===== src/rtl/seq_arith_pkg.sv =====
// Shared types and helpers for the sequential arithmetic units.
// State encoding is fixed so waveforms read the same across units.
package seq_arith_pkg;

    typedef enum logic [1:0] {
        IDLE = 2'd0,
        LOAD = 2'd1,
        CALC = 2'd2,
        DONE = 2'd3
    } state_t;

    // Conditional two's-complement negate; callers truncate to their own width,
    // so the most negative operand comes back as its unsigned magnitude.
    function automatic logic [63:0] twos_mag(input logic [63:0] v, input logic is_neg);
        return is_neg ? (~v + 64'd1) : v;
    endfunction

endpackage


===== src/rtl/seq_multiplier_signed_if.sv =====
// Operand/result bundle of the sequential multiplier.
// master drives operands and start; slave returns busy, ready and Product.
interface seq_multiplier_signed_if #(
    parameter int WORD_LENGTH = 8
);
    logic                       start;
    logic                       signed_mode;
    logic [WORD_LENGTH-1:0]     Multiplier;
    logic [WORD_LENGTH-1:0]     Multiplicand;
    logic                       busy;
    logic                       ready;
    logic [2*WORD_LENGTH-1:0]   Product;

    modport master (
        output start, signed_mode, Multiplier, Multiplicand,
        input  busy, ready, Product
    );

    modport slave (
        input  start, signed_mode, Multiplier, Multiplicand,
        output busy, ready, Product
    );
endinterface


===== src/rtl/seq_mult_datapath.sv =====
// Shift-add datapath: operand capture, magnitude conversion, accumulate, sign fix-up.
// One add per calc cycle; Product is written on the last calc edge, so it is valid while ready is high.
// No backpressure of its own; sequenced entirely by the controlling FSM.
module seq_mult_datapath
    import seq_arith_pkg::*;
#(
    parameter int WORD_LENGTH = 8
) (
    input  logic                       clk,
    input  logic                       reset,
    input  logic                       capture,
    input  logic                       load,
    input  logic                       calc,
    input  logic                       finish,
    input  logic                       signed_mode,
    input  logic [WORD_LENGTH-1:0]     multiplier,
    input  logic [WORD_LENGTH-1:0]     multiplicand,
    output logic                       mplier_done,
    output logic [2*WORD_LENGTH-1:0]   product
);
    localparam int W = WORD_LENGTH;

    logic [W-1:0]   op_a;
    logic [W-1:0]   op_b;
    logic           sm_q;
    logic           neg_flag;
    logic [W-1:0]   mplier_sr;
    logic [2*W-1:0] mcand_sr;
    logic [2*W-1:0] acc;
    logic [2*W-1:0] acc_sum;
    logic [W-1:0]   mag_a;
    logic [W-1:0]   mag_b;

    always_comb begin
        mag_a       = W'(twos_mag(64'(op_a), sm_q & op_a[W-1]));
        mag_b       = W'(twos_mag(64'(op_b), sm_q & op_b[W-1]));
        acc_sum     = mplier_sr[0] ? (acc + mcand_sr) : acc;
        // Multiplier exhausted once the bits left after this cycle's shift are all zero.
        mplier_done = (mplier_sr[W-1:1] == '0);
    end

    always_ff @(posedge clk or posedge reset) begin
        if (reset) begin
            op_a      <= '0;
            op_b      <= '0;
            sm_q      <= 1'b0;
            neg_flag  <= 1'b0;
            mplier_sr <= '0;
            mcand_sr  <= '0;
            acc       <= '0;
            product   <= '0;
        end else begin
            if (capture) begin
                op_a <= multiplier;
                op_b <= multiplicand;
                sm_q <= signed_mode;
            end
            if (load) begin
                mplier_sr <= mag_a;
                mcand_sr  <= {{W{1'b0}}, mag_b};
                acc       <= '0;
                neg_flag  <= sm_q & (op_a[W-1] ^ op_b[W-1]);
            end
            if (calc) begin
                acc       <= acc_sum;
                mcand_sr  <= {mcand_sr[2*W-2:0], 1'b0};
                mplier_sr <= {1'b0, mplier_sr[W-1:1]};
                if (finish) begin
                    product <= neg_flag ? -acc_sum : acc_sum;
                end
            end
        end
    end

endmodule


===== src/rtl/seq_multiplier_signed.sv =====
// Sequential signed/unsigned shift-add multiplier (sign-magnitude), FSM controller + datapath.
// Latency WORD_LENGTH+2 cycles start-to-ready; SEQ_MULT_EARLY_TERM_EN ends CALC once the multiplier is exhausted (min 3).
// start is only sampled in IDLE; requests while busy are dropped, not queued.
module seq_multiplier_signed
    import seq_arith_pkg::*;
#(
    parameter int WORD_LENGTH = 8,
    parameter int CNT_BITS    = $clog2(WORD_LENGTH + 1)
) (
    input  logic                   clk,
    input  logic                   reset,
    seq_multiplier_signed_if.slave bus
);
`ifdef SEQ_MULT_EARLY_TERM_EN
    localparam bit EARLY_TERM = 1'b1;
`else
    localparam bit EARLY_TERM = 1'b0;
`endif

    state_t                state;
    logic [CNT_BITS-1:0]   cnt;
    logic                  mplier_done;
    logic                  last_calc;
    logic                  capture;

    assign capture   = (state == IDLE) && bus.start;
    assign last_calc = (state == CALC) &&
                       ((cnt == CNT_BITS'(WORD_LENGTH - 1)) || (EARLY_TERM && mplier_done));

    always_ff @(posedge clk or posedge reset) begin
        if (reset) begin
            state <= IDLE;
            cnt   <= '0;
        end else begin
            case (state)
                IDLE: if (bus.start) state <= LOAD;
                LOAD: begin
                    cnt   <= '0;
                    state <= CALC;
                end
                CALC: begin
                    cnt <= cnt + CNT_BITS'(1);
                    if (last_calc) state <= DONE;
                end
                DONE:    state <= IDLE;
                default: state <= IDLE;
            endcase
        end
    end

    assign bus.busy  = (state != IDLE);
    assign bus.ready = (state == DONE);

    seq_mult_datapath #(
        .WORD_LENGTH (WORD_LENGTH)
    ) u_dp (
        .clk          (clk),
        .reset        (reset),
        .capture      (capture),
        .load         (state == LOAD),
        .calc         (state == CALC),
        .finish       (last_calc),
        .signed_mode  (bus.signed_mode),
        .multiplier   (bus.Multiplier),
        .multiplicand (bus.Multiplicand),
        .mplier_done  (mplier_done),
        .product      (bus.Product)
    );

endmodule


===== src/flat_wrapper.sv =====
// flat-port wrapper written by rule: the top's interface ports become plain ports
module seq_multiplier_signed_flat import seq_arith_pkg::*;
#(
    parameter int WORD_LENGTH = 8,
    parameter int CNT_BITS    = $clog2(WORD_LENGTH + 1)
)
  (clk, reset, bus_start, bus_signed_mode, bus_Multiplier, bus_Multiplicand, bus_busy, bus_ready, bus_Product);
  seq_multiplier_signed_if #(.WORD_LENGTH(WORD_LENGTH)) bus_i ();
  input  logic clk;
  input  logic reset;
  input wire logic [$bits(bus_i.start)-1:0] bus_start;
  input wire logic [$bits(bus_i.signed_mode)-1:0] bus_signed_mode;
  input wire logic [$bits(bus_i.Multiplier)-1:0] bus_Multiplier;
  input wire logic [$bits(bus_i.Multiplicand)-1:0] bus_Multiplicand;
  output wire logic [$bits(bus_i.busy)-1:0] bus_busy;
  output wire logic [$bits(bus_i.ready)-1:0] bus_ready;
  output wire logic [$bits(bus_i.Product)-1:0] bus_Product;
  assign bus_i.start = bus_start;
  assign bus_i.signed_mode = bus_signed_mode;
  assign bus_i.Multiplier = bus_Multiplier;
  assign bus_i.Multiplicand = bus_Multiplicand;
  assign bus_busy = bus_i.busy;
  assign bus_ready = bus_i.ready;
  assign bus_Product = bus_i.Product;
  seq_multiplier_signed #(.WORD_LENGTH(WORD_LENGTH), .CNT_BITS(CNT_BITS)) u_core (.clk(clk), .reset(reset), .bus(bus_i));
endmodule

===== config.mk =====
export PLATFORM = sky130hd
export DESIGN_NAME = seq_multiplier_signed_flat
export DESIGN_NICKNAME = d
export VERILOG_FILES = /design/src/rtl/seq_arith_pkg.sv /design/src/rtl/seq_multiplier_signed_if.sv /design/src/rtl/seq_mult_datapath.sv /design/src/rtl/seq_multiplier_signed.sv /design/src/flat_wrapper.sv
export SDC_FILE = /design/constraint.sdc
export NUM_CORES = 1
export LEC_CHECK = 0
export CELL_PAD_IN_SITES_DETAIL_PLACEMENT = 1
export CELL_PAD_IN_SITES_GLOBAL_PLACEMENT = 1
export CORE_ASPECT_RATIO = 0.75
export CORE_MARGIN = 2
export CORE_UTILIZATION = 41
export DETAILED_ROUTE_END_ITERATION = 10
export PLACE_DENSITY = 0.78
export REMOVE_ABC_BUFFERS = 1
export SLEW_MARGIN = 20
export SYNTH_ARGS = -nofsm -noshare
export SYNTH_HDL_FRONTEND = slang
export SYNTH_HIERARCHICAL = 1
export SYNTH_SLANG_ARGS = --single-unit

===== constraint.sdc =====
create_clock -name clk -period 2.9 [get_ports clk]
set_input_delay 0.435 -clock clk [delete_from_list [all_inputs] [get_ports clk]]
set_output_delay 0.435 -clock clk [all_outputs]
set_load 0.005 [all_outputs]

# Yosys cells after proc, flatten, opt, wreduce, memory -nomap -nowiden
# Cells that the tools add are included.
dict set report word_totals {
  elab_cells 48
  out_inout_bits 18
  in_bits 20
  register_bits 80
}
dict set report op_classes {
  n_reduce_logical 7
  bitwise_logic 6
  n_eq_ne 6
  mux 14
  add_sub_neg 5
}
# cell n
set op_table {}
lappend op_table {{$mux 16} 6}
lappend op_table {{$mux 8} 4}
lappend op_table {{$add 16x16->16} 1}
lappend op_table {{$add 8x1->8 const B} 2}
lappend op_table {{$neg 16->16} 1}
lappend op_table {{$not 8->8} 2}
lappend op_table {{$pmux 2 s4} 1}
lappend op_table {{$pmux 4 s2} 1}
lappend op_table {{$add 4x1->4 const B} 1}
lappend op_table {{$eq 2x2->1 const B} 2}
lappend op_table {{$eq 4x3->1 const B} 1}
lappend op_table {{$mux 2} 2}
lappend op_table {{$reduce_and 2->1} 2}
lappend op_table {{$reduce_bool 2->1} 2}
lappend op_table {{$and 1x1->1} 3}
lappend op_table {{$eq 2x1->1 const B} 1}
lappend op_table {{$logic_and 1x1->1} 2}
lappend op_table {{$logic_not 2->1} 1}
lappend op_table {{$ne 2x1->1 const B} 1}
lappend op_table {{$ne 2x2->1 const B} 1}
lappend op_table {{$xor 1x1->1} 1}

# Depth between registers and ports, before layout
dict set report depth {
  depth_word 5
  mapped_depth 11
  ltp_nobuf 10
}

# Hierarchy
# The synthesis kept the hierarchy.
# mod instances area_each_um2 cells_per_inst
set modules_own_cells {}
lappend modules_own_cells {seq_mult_datapath 1 4744.6 537}
lappend modules_own_cells {seq_multiplier_signed 1 377.9 37}

# Worst setup path after synthesis
# OpenSTA, ideal clock, no wires.
dict set report synth_path {
  path_kind {reg2reg}
  startpoint {register u_core.u_dp.mcand_sr[0]}
  endpoint {register u_core.u_dp.product[14]}
  path_slack_ns -0.018
  n_path_buf 0
  t_required_ns 2.769
  setup_time_ns 0.131
  path_stages_with_launch 10
  t_arrival_ns 2.787
  cell_sequence {dfrtp_1 ha_1 fa_1 a21o_1 a211o_1 a21o_1 a221o_1 o41ai_1 nor2_1 or3b_1}
}
dict set report synth_via {
  elab_chain_cells 4
}
# element line_no
set synth_rtl {}
lappend synth_rtl {{start: declaration} seq_mult_datapath.sv:28} ;# logic [2*W-1:0] mcand_sr;
lappend synth_rtl {{start signal: assignment} seq_mult_datapath.sv:60} ;# mcand_sr <= {{W{1'b0}}, mag_b};
lappend synth_rtl {{start signal: assignment} seq_mult_datapath.sv:66} ;# mcand_sr <= {mcand_sr[2*W-2:0], 1'b0};
lappend synth_rtl {{$add 16x16->16 (*)} seq_mult_datapath.sv:37} ;# acc_sum = mplier_sr[0] ? (acc + mcand_sr) : acc;
lappend synth_rtl {{$mux 16 (*)} seq_mult_datapath.sv:37}
lappend synth_rtl {{$neg 16->16} seq_mult_datapath.sv:69} ;# product <= neg_flag ? -acc_sum : acc_sum;
lappend synth_rtl {{$mux 16 (*)} seq_mult_datapath.sv:69}
lappend synth_rtl {{end signal: assignment} seq_mult_datapath.sv:69}
lappend synth_rtl {{end: declaration} seq_mult_datapath.sv:19} ;# output logic [2*WORD_LENGTH-1:0] product
# Mark *: on every way between the ends. The rest lies on a longest branch, timed or not.
# A chain may end at the register's enable or synchronous reset.

# Worst setup path after layout
dict set report layout_path {
  startpoint {register u_core.u_dp.acc[0]}
  endpoint {register u_core.u_dp.product[14]}
}
dict set report layout_via {
  elab_chain_cells 4
}
# element line_no
set layout_rtl {}
lappend layout_rtl {{start: declaration} seq_mult_datapath.sv:29} ;# logic [2*W-1:0] acc;
lappend layout_rtl {{start signal: assignment} seq_mult_datapath.sv:65} ;# acc <= acc_sum;
lappend layout_rtl {{$add 16x16->16} seq_mult_datapath.sv:37}
lappend layout_rtl {{$mux 16 (*)} seq_mult_datapath.sv:37}
lappend layout_rtl {{$neg 16->16} seq_mult_datapath.sv:69}
lappend layout_rtl {{$mux 16 (*)} seq_mult_datapath.sv:69}
# Marked as above.

==> metrics.txt <==
initial antenna violation count 0; clock root cell clkbuf_16; Iteration-0 DRC Markers 331; number of CTS-inserted buffers 9; H-tree Lvls 3; Final Max Slew Viols 0; max_cap viols 0; status complete, but fails checks; Final period util 113%; RSZ-0062 raised after global routing true; final worst slack -0.384 ns; R2R depth 9; Ys Warns 6; CP Launch Type flip-flop; P&R area growth vs syn 30.1%; Avg Vias per Cell around 6; global-route wire length before repair 26500 µm; multi-input gate area in the final layout approximately 0.0032 mm²; VDD IR max 0.000562 V; Port Buffer Count 37; fill count 1368; GRT overflow 0; CTS tree built; clk_lat worst skew 0.36 ns; Crit path max-delay family compound AO/OA/AOI/OAI gates; Required @ worst endpoint 3.13 ns; Mean Syn Cell Area 8.93 µm²; Cell Area, Placed 0.00589 mm²; Pleak 2.79 nW; register area 0.00200 mm²; post-synthesis cell area 0.00511 mm²; vias after detailed routing 5048; clk slew on worst S/H paths 0.07 ns; Post-CTS Hold Buffers 0; final setup fails 11; largest net degree at the start of global routing 75; total track usage 25.0%; num rows 35; ant diodes 0; post-DP HPWL ~11000 µm; Initial DRT Pass Iterations 5; achievable frequency 305 MHz; Core Util, Final 54.4%; Die X 133 µm; Cells after Synth between 500 and 600; Worst Path Arrival roughly 3.5 ns; Final GP Congestion between 0.8 and 0.9; io pins 38; violated checks setup timing; minimum clock period 3.28 ns; Slowest cell on crit path o41ai_2; critical path capture point type flip-flop; Nets 695; final hold vios 0; worst path bufs/invs 0; vias in the first global route around 5000; Starting Density 41.8%; Final Cell Area 0.00664 mm²; Slew HR ~49%; Die Area 0.0134 mm²; Power Density roughly 1200 mW/mm²; Final ANT Viol Nets 0; Residual DRC 0; Stages on worst setup path 9; buffer depth of the longest clock path 2; detailed-route wire length 18400 µm; WL per Instance roughly 22 µm; fraction of layout cells with a size suffix above 1 21.2%; crit path max fanout 4; Die H 101 µm; Cells after DPL 785; worst hold path class in2async; Final Skew 0.0110 ns; total chip power 8.07 mW; Non-Filler Instances 821; pin slew with the least headroom to its limit 0.769 ns; crit-path max cell delay just under 0.5 ns; CORE AREA 0.0122 mm²; setup TNS -2.24 ns; WS Path Type reg2reg; Sink Count 80; CP cell instances ha_2, fa_2, a21o_4, a211o_1, a21o_1, a221o_1, o41ai_2, nor2_1, or3b_1
-- worst paths after layout --
kind	startpoint	end	slack (ns)
max	u_core/u_dp/acc[0]	u_core/u_dp/product[14]	-0.38
min	reset	u_core/cnt[2]	0.36
max reg2reg	u_core/u_dp/acc[0]	u_core/u_dp/product[14]	-0.38
min reg2reg	u_core/u_dp/product[7]	u_core/u_dp/product[7]	0.50
max in group asynchronous	reset	u_core/u_dp/mcand_sr[9]	2.00
min in group clk	u_core/u_dp/product[7]	u_core/u_dp/product[7]	0.50
-- power breakdown --
part | total (mW) | internal [mW] | switching, mW
logic | 4.98 | 2.10 | 2.88
clock network | 1.14 | 0.606 | 0.534
registers | 1.95 | 1.49 | 0.457
total | 8.07 | 4.20 | 3.87
-- cell type report --
class,instances,share of cell area [%]
flip-flops and latches,80,30.1
repair buffers,96,13.2
clock inverters,6,0.640
clock buffers,10,3.60
multi-input cells,446,48.4
well taps,166,3.13
inverters,17,0.960
-- flip-flops by register name, indices dropped and copies added (netlist names) --
register               flops
u_core/u_dp/op_b           8
u_core/cnt                 4
u_core/u_dp/product       16
u_core/u_dp/mcand_sr      16
u_core/u_dp/acc           16
u_core/state               2
u_core/u_dp/mplier_sr      8
u_core/u_dp/sm_q           1
u_core/u_dp/op_a           8
u_core/u_dp/neg_flag       1
-- cells in the final DEF (no fill, tap or decap), types with 9 or more instances in the layout --
master and count:
buf_4 47, clkdlybuf4s50_1 37, nor3_1 9, xnor2_1 9, inv_1 16, dfrtp_1 80, mux2i_1 15, nand2b_1 28
nand3_1 24, buf_6 10, a21oi_1 20, mux2_2 12, ha_1 22, clkbuf_16 9, nor2_1 20, nand2_1 78
o21ai_0 68, nand4_1 9
-- timing repair --
action	in CTS	in global routing
setup endpoints to repair	7	10
setup buffers	9	15
pin swaps	13	29
resized for setup	21	42
-- worst reg2reg max path: stages, from the launching register on --
cell     delay [ns]
dfrtp_1        0.41
ha_2           0.22
fa_2           0.36
a21o_4         0.24
a211o_1        0.34
a21o_1         0.25
a221o_1        0.37
o41ai_2        0.49
nor2_1         0.12
or3b_1         0.37
-- stage by stage --
stage	setup WS, ns	hold WS [ns]
2_1_floorplan	-0.586	0.226
3_3_place_gp	-0.142	0.461
3_5_place_dp	-0.294	0.468
4_1_cts	-0.178	0.362
5_1_grt	-0.417	0.376
6_report	-0.384	0.359
-- routing by layer --
layer	wire length (µm)	share of wire [%]	track usage [%]
met5	0	0	0
met4	493	2.7	7.36
met3	1230	6.7	5.38
met2	8880	48	41.0
met1	7810	42	33.6
Note: power is estimated with default switching activity, not from simulation.
